[src/rtl/sensor_pkg.sv]
// Shared types and constants for the sensor scan controller: FSM states,
// channel/sample sizing and the ascending channel picker.
package sensor_pkg;
  localparam int NUM_CH_DEF = 4;
  localparam int SAMPLE_W   = 8;
  localparam int MAX_CH     = 8;

  typedef enum logic [1:0] {ST_IDLE, ST_WAIT, ST_SETTLE, ST_OUTPUT} scan_state_e;

  typedef struct packed {
    logic       found;
    logic [2:0] idx;
  } ch_pick_t;

  // Lowest set mask bit at or above 'from'; found=0 when none remain.
  function automatic ch_pick_t pick_from(input logic [MAX_CH-1:0] mask, input logic [3:0] from);
    ch_pick_t p;
    p = '0;
    for (int i = MAX_CH-1; i >= 0; i--) begin
      if (mask[i] && (4'(i) >= from)) begin
        p.found = 1'b1;
        p.idx   = 3'(i);
      end
    end
    return p;
  endfunction
endpackage

[src/rtl/sensor_scan_ctrl_if.sv]
// Sample output handshake: the controller is the master (valid/data/channel),
// the consumer is the slave (ready).
interface sensor_scan_ctrl_if import sensor_pkg::*; #(parameter int CH_W = 2);
  logic                sample_valid;
  logic                sample_ready;
  logic [SAMPLE_W-1:0] sample_data;
  logic [CH_W-1:0]     sample_ch;

  modport master (output sample_valid, sample_data, sample_ch, input sample_ready);
  modport slave  (input sample_valid, sample_data, sample_ch, output sample_ready);
endinterface

[src/rtl/sensor_period_timer.sv]
// Free-running scan interval timer: one-cycle registered tick every
// max(period,1) cycles while enabled; cleared whenever enable is low.
module sensor_period_timer #(
  parameter int PERIOD_W = 16
) (
  input  logic                clk,
  input  logic                reset_n,
  input  logic                enable,
  input  logic [PERIOD_W-1:0] period,
  output logic                tick
);
  logic [PERIOD_W-1:0] cnt;
  logic [PERIOD_W-1:0] last;

  // period 0 behaves as 1, so the terminal count is 0 and tick fires every cycle
  assign last = (period == '0) ? '0 : period - PERIOD_W'(1);

  always_ff @(posedge clk or negedge reset_n) begin
    if (!reset_n) begin
      cnt  <= '0;
      tick <= 1'b0;
    end else if (!enable) begin
      cnt  <= '0;
      tick <= 1'b0;
    end else if (cnt >= last) begin
      cnt  <= '0;
      tick <= 1'b1;
    end else begin
      cnt  <= cnt + PERIOD_W'(1);
      tick <= 1'b0;
    end
  end
endmodule

[src/rtl/sensor_scan_ctrl.sv]
// Periodic multi-channel sensor scanner: on each tick, walk the latched mask in
// ascending order, settle the mux, capture a sample and hand it off.
module sensor_scan_ctrl import sensor_pkg::*; #(
  parameter int NUM_CH        = NUM_CH_DEF,
  parameter int SETTLE_CYCLES = 3,
  parameter int PERIOD_W      = 16
) (
  input  logic                       clk,
  input  logic                       reset_n,
  input  logic                       enable,
  input  logic [PERIOD_W-1:0]        period,
  input  logic [NUM_CH-1:0]          ch_mask,
  input  logic [SAMPLE_W-1:0]        sensor_data,
  input  logic                       overrun_clr,
  output logic [$clog2(NUM_CH)-1:0]  ch_sel,
  output logic                       busy,
  output logic                       overrun,
  sensor_scan_ctrl_if.master         smp
);
  localparam int CH_W = $clog2(NUM_CH);
  localparam logic [3:0] SETTLE_LAST = 4'(SETTLE_CYCLES - 1);

  logic                tick;
  scan_state_e         state;
  logic [NUM_CH-1:0]   mask_q;
  logic [3:0]          settle_cnt;
  logic                valid_q;
  logic [SAMPLE_W-1:0] data_q;
  logic [CH_W-1:0]     ch_q;
  ch_pick_t            first_pick;
  ch_pick_t            next_pick;

  sensor_period_timer #(.PERIOD_W(PERIOD_W)) u_timer (
    .clk     (clk),
    .reset_n (reset_n),
    .enable  (enable),
    .period  (period),
    .tick    (tick)
  );

  // first channel comes from the live mask (latched on the same edge), later ones from the latch
  assign first_pick = pick_from(MAX_CH'(ch_mask), 4'd0);
  assign next_pick  = pick_from(MAX_CH'(mask_q), 4'(ch_sel) + 4'd1);

  assign smp.sample_valid = valid_q;
  assign smp.sample_data  = data_q;
  assign smp.sample_ch    = ch_q;

  always_ff @(posedge clk or negedge reset_n) begin
    if (!reset_n) begin
      state      <= ST_IDLE;
      mask_q     <= '0;
      settle_cnt <= '0;
      ch_sel     <= '0;
      valid_q    <= 1'b0;
      data_q     <= '0;
      ch_q       <= '0;
      busy       <= 1'b0;
      overrun    <= 1'b0;
    end else begin
      // a tick landing mid-scan is dropped and flagged; setting wins over clearing
      if (tick && (state == ST_SETTLE || state == ST_OUTPUT)) overrun <= 1'b1;
      else if (overrun_clr)                                   overrun <= 1'b0;

      if (!enable) begin
        state   <= ST_IDLE;
        valid_q <= 1'b0;
        busy    <= 1'b0;
      end else begin
        case (state)
          ST_IDLE: state <= ST_WAIT;
          ST_WAIT: begin
            if (tick && first_pick.found) begin
              mask_q     <= ch_mask;
              ch_sel     <= first_pick.idx[CH_W-1:0];
              settle_cnt <= '0;
              busy       <= 1'b1;
              state      <= ST_SETTLE;
            end
          end
          ST_SETTLE: begin
            if (settle_cnt == SETTLE_LAST) begin
              data_q  <= sensor_data;
              ch_q    <= ch_sel;
              valid_q <= 1'b1;
              state   <= ST_OUTPUT;
            end else begin
              settle_cnt <= settle_cnt + 4'd1;
            end
          end
          ST_OUTPUT: begin
            if (smp.sample_ready) begin
              valid_q <= 1'b0;
              if (next_pick.found) begin
                ch_sel     <= next_pick.idx[CH_W-1:0];
                settle_cnt <= '0;
                state      <= ST_SETTLE;
              end else begin
                busy  <= 1'b0;
                state <= ST_WAIT;
              end
            end
          end
          default: state <= ST_IDLE;
        endcase
      end
    end
  end
endmodule

[src/flat_wrapper.sv]
// flat-port wrapper written by rule: the top's interface ports become plain ports
module sensor_scan_ctrl_flat import sensor_pkg::*;
#(
  parameter int NUM_CH        = NUM_CH_DEF,
  parameter int SETTLE_CYCLES = 3,
  parameter int PERIOD_W      = 16
)
  (clk, reset_n, enable, period, ch_mask, sensor_data, overrun_clr, ch_sel, busy, overrun, smp_sample_valid, smp_sample_data, smp_sample_ch, smp_sample_ready);
  sensor_scan_ctrl_if #(.CH_W((2))) smp_i ();
  input  logic clk;
  input  logic reset_n;
  input  logic enable;
  input  logic [PERIOD_W-1:0] period;
  input  logic [NUM_CH-1:0] ch_mask;
  input  logic [SAMPLE_W-1:0] sensor_data;
  input  logic overrun_clr;
  output logic [$clog2(NUM_CH)-1:0] ch_sel;
  output logic busy;
  output logic overrun;
  output wire logic [$bits(smp_i.sample_valid)-1:0] smp_sample_valid;
  output wire logic [$bits(smp_i.sample_data)-1:0] smp_sample_data;
  output wire logic [$bits(smp_i.sample_ch)-1:0] smp_sample_ch;
  input wire logic [$bits(smp_i.sample_ready)-1:0] smp_sample_ready;
  assign smp_sample_valid = smp_i.sample_valid;
  assign smp_sample_data = smp_i.sample_data;
  assign smp_sample_ch = smp_i.sample_ch;
  assign smp_i.sample_ready = smp_sample_ready;
  sensor_scan_ctrl #(.NUM_CH(NUM_CH), .SETTLE_CYCLES(SETTLE_CYCLES), .PERIOD_W(PERIOD_W)) u_core (.clk(clk), .reset_n(reset_n), .enable(enable), .period(period), .ch_mask(ch_mask), .sensor_data(sensor_data), .overrun_clr(overrun_clr), .ch_sel(ch_sel), .busy(busy), .overrun(overrun), .smp(smp_i));
endmodule
[config.mk]
export PLATFORM = sky130hd
export DESIGN_NAME = sensor_scan_ctrl_flat
export DESIGN_NICKNAME = d
export VERILOG_FILES = /design/src/rtl/sensor_pkg.sv /design/src/rtl/sensor_scan_ctrl_if.sv /design/src/rtl/sensor_period_timer.sv /design/src/rtl/sensor_scan_ctrl.sv /design/src/flat_wrapper.sv
export SDC_FILE = /design/constraint.sdc
export NUM_CORES = 1
export LEC_CHECK = 0
export ABC_AREA = 1
export BUFFER_PORTS_ARGS = -buffer_cell sky130_fd_sc_hd__buf_2
export CAP_MARGIN = 20
export CORE_UTILIZATION = 52
export CTS_CLUSTER_DIAMETER = 50
export DETAILED_ROUTE_END_ITERATION = 7
export GPL_TIMING_DRIVEN = 0
export PLACE_DENSITY = 0.77
export SETUP_SLACK_MARGIN = 0.5
export SYNTH_ARGS = -nofsm -noshare
export SYNTH_HDL_FRONTEND = slang
export SYNTH_HIERARCHICAL = 1
export SYNTH_SLANG_ARGS = --single-unit
export TNS_END_PERCENT = 5
[constraint.sdc]
create_clock -name clk -period 1.5 [get_ports clk]
set_input_delay 0.3 -clock clk [delete_from_list [all_inputs] [get_ports clk]]
set_output_delay 0.3 -clock clk [all_outputs]
set_load 0.02 [all_outputs]
==> results by group <==
Routing
  – Routed wire length: 7620 um
  – Drt pass-1 iters: 5
  – DR DRC count: 0
  – Routed vias: 2942
  – DRT iter0 DRCs: 194
  – Drt wl/cell: between 10 and 15 um
  – Final ANT Viol Nets: 0
  – Via density: 5.40

Synth
  – Post-Syn Nets: ~460
  – Post-synthesis cell area: about 3000 um2
  – Synth Area in Simple Gates: 35.2%
  – Sequential share of the synthesized area: ~34%
  – Ys async rst share: 100%
  – Cells after synthesis: 408
  – Synth Area in Compound Gates: 8.84%
  – Seq cells post-synth: 41
  – Post-synth EDFFs: 0
  – Main combinational cell family by area after synthesis: simple AND/OR/NAND/NOR gates
  – Post-synthesis mux area share: 0%
  – XOR/XNOR Fraction of Synth Area: under 10%
  – Top FF cell, synth: dfrtp_1
  – Avg Synthesized Cell Area: 7.42 um2
  – Warnings, synthesis: 6
  – Synth cell types: 35
  – Post-Synth Adder-Cell Area: 8.67%

Setup path
  – Worst endpoint required time: approximately 1.7 ns
  – Worst r2r src: u_core/u_timer/cnt[5]
  – R2r endpoint: u_core/u_timer/cnt[12]
  – Worst path arrival time: roughly 2.5 ns
  – Setup Crit Path Kind: input pin to flop
  – Setup slack, reg-to-reg: -0.26 ns
  – Crit Path Max Fanout: 5
  – Setup crit start kind: input pin
  – Worst Reg-to-Reg Cells: 11
  – CP endpoint kind: flop

Clock network
  – # H-tree levels: 2
  – Inserted Clock Buffers: 5
  – Clock transition at the registers of the reported paths: 0.08 ns
  – Later-pin clock latency in the skew report: 0.30 ns
  – Clk root buf: clkbuf_8
  – Bufs on Longest Clock Path: 2
  – CTS tree: done
  – CTS Sinks: 41

Hold path
  – HP Class: input pin to asynchronous set/reset pin

GRT
  – Total grt overflow: 0
  – Largest net degree at the start of global routing: 42
  – Gr usage total: 23.6%
  – First-pass GRT wire length: between 10000 and 15000 um
  – Vias in the first global route: 2714
  – Initial antenna violation count: 0

Timing
  – Max frequency: 443 MHz
  – Final setup margin: -0.760 ns
  – Fin. Hold Viols: 0
  – Period utilisation layout: 151%
  – Final setup viols: 17
  – Tmin final: approximately 2.3 ns
  – Pins over their slew limit: 0
  – Smallest hold slack: 0.119 ns
  – Worst slew pin tran: between 0.8 and 0.9 ns
  – Setup TNS: -11.99 ns
  – Max Clock Skew: 0.00739 ns
  – Worst rel slew slack: 40.6%
  – RSZ-0062 raised after global routing: true

Floorplanning
  – Die H: 78.3 um
  – Full die area: 6130 um2
  – Initial Util: between 50% and 60%
  – Die Wd: 78.3 um
  – Placeable Area: 5570 um2
  – I/O pin count: 48
  – FP Rows: 27

Pwr
  – Static leakage: 2.00 nW
  – Final Total Pwr: 4.18 mW
  – Max IR drop VDD: 1160 uV
  – PwrDens: 995 nW/um2

Layout
  – Number of fill cells: 374
  – Area delta synth->final: 38.8%
  – Utilization after layout: 75.4%
  – Ant. Diodes: 0
  – Finished Layout Cells: around 550
  – Share of layout cells above drive strength 1: approximately two fifths
  – Fin area: roughly 4200 um2
  – NumNets Final: 526

Placed design
  – Port Buffer Count: between 40 and 50
  – Placed insts: 527
  – Placement Setup Slack: -1.21 ns
  – DP Area: between 3000 and 4000 um2
  – Hpwl dp: approximately 4800 um
  – Placer Congestion: roughly 0.85

Run status
  – Violated checks: setup timing
  – Status: finished, violations left

Run
  – Maxcap violations: 0
[registers in the layout, summed over array words and instances (netlist names)]
signal / flops
u_core/state: 2
u_core/mask_q: 3
u_core/overrun: 1
u_core/u_timer/tick: 1
u_core/settle_cnt: 4
u_core/smp.sample_ch: 2
u_core/smp.sample_valid: 1
u_core/ch_sel: 2
u_core/u_timer/cnt: 16
u_core/busy: 1
u_core/smp.sample_data: 8
[worst max-delay path, stage by stage]
cell,delay [ns]
buf_12,0.11
inv_16,0.05
ha_4,0.13
inv_4,0.04
nor4_4,0.32
nand2_2,0.18
buf_8,0.18
nand3_4,0.06
ha_4,0.20
nand2_1,0.08
inv_1,0.06
nand2_2,0.06
nor2_1,0.05
nor2_2,0.09
nand2_2,0.06
nand2_2,0.10
nand3_4,0.12
buf_8,0.18
nor2_2,0.10
[repair_timing]
action,4_1_cts,5_1_grt
buffers inserted,4,4
setup endpoints to repair,55,55
pin swaps,28,45
gates resized for setup,78,73
hold buffers,0,0
gates cloned,1,1
[where the power goes]
part,total (mW),switching [mW],internal [mW]
Combinational,1.71,0.985,0.726
Sequential,1.53,0.235,1.30
Clock,0.941,0.400,0.541
Total,4.18,1.62,2.56
[logic make-up (layout without fill, tap and decap cells)]
| family | count (synthesis) | in the layout |
|---|---|---|
| and+or+nand+nor | 219 | 219 |
| buffers and inverters | 67 | 132 |
| AOI/OAI and AO/OA | 46 | 46 |
| DFF | 41 | 41 |
| adders and majority gates | 21 | 21 |
| xor gates and xnor gates | 14 | 14 |
[cell type report]
| cell class | count | area [um2] | area share [%] |
|---|---|---|---|
| Clock inverter | 2 | 37.5 | 0.893 |
| Timing Repair Buffer | 57 | 467 | 11.1 |
| Sequential cell | 41 | 1030 | 24.5 |
| Tap cell | 72 | 90.1 | 2.14 |
| Buffer | 5 | 80.1 | 1.90 |
| Multi-Input combinational cell | 300 | 2160 | 51.3 |
| Inverter | 62 | 262 | 6.22 |
| Clock buffer | 6 | 82.6 | 1.96 |
[Yosys cell counts, types with 2 or more instances]
cell type / instances / area, um2
o21ai_0: 9 / 45.0
xor2_1: 9 / 78.8
xnor2_1: 5 / 43.8
nor3_1: 4 / 20.0
nand2_4: 3 / 33.8
inv_1: 55 / 206
nor2_2: 5 / 31.3
inv_2: 7 / 26.3
buf_6: 2 / 22.5
buf_2: 2 / 10.0
nand2_1: 103 / 387
nand3_1: 25 / 125
a21oi_1: 12 / 60.1
nand3_2: 4 / 40.0
o21bai_1: 6 / 45.0
nand3b_1: 3 / 22.5
or2_2: 2 / 12.5
o21ai_1: 15 / 75.1
nor2_1: 46 / 173
ha_1: 21 / 263
dfrtp_1: 41 / 1030
nor2_4: 7 / 78.8
nand2_2: 5 / 31.3
nand4_1: 6 / 37.5
[worst max path at each step]
stage                    from                     end  slack (ns)  depth (start not counted)
floorplan           period[1]   u_core/u_timer/cnt[9]       -0.63                         18
global placement    period[1]   u_core/u_timer/cnt[9]       -1.14                         17
detailed placement  period[1]   u_core/u_timer/cnt[9]       -1.21                         15
CTS                 period[5]   u_core/u_timer/cnt[9]       -0.65                         18
global route        period[0]  u_core/u_timer/cnt[12]       -0.83                         19
finish              period[1]  u_core/u_timer/cnt[12]       -0.76                         19
[layout by cell type, fill, tap and decap left out, types with 5 or more instances in the layout]
cell,instances
inv_1,46
inv_2,12
xnor2_1,5
buf_6,17
ha_1,12
nand2_4,10
o21ai_0,8
dfrtp_1,39
o21ai_1,13
nand2_1,70
ha_4,8
buf_4,6
o21bai_1,6
nor2_1,24
nor2_4,19
a21oi_1,7
nand3_1,19
nor2_2,15
nand3_2,5
buf_2,30
xor2_1,9
nand2_2,31
nand3_4,5
clkbuf_8,6
buf_8,5
nand4_1,6
[routing by layer]
layer | routed length [um] | GRT usage [%] | vias to the layer above | share of wire [%]
met3 | 309 | 4.07 | 10 | 4.1
met1 | 3350 | 30.1 | 1429 | 44
li1 | - | - | 1428 | -
met4 | 85 | 7.04 | 0 | 1.1
met5 | 0 | 0 | - | 0
met2 | 3880 | 40.8 | 75 | 51
Power figures use the tool's default switching activity.
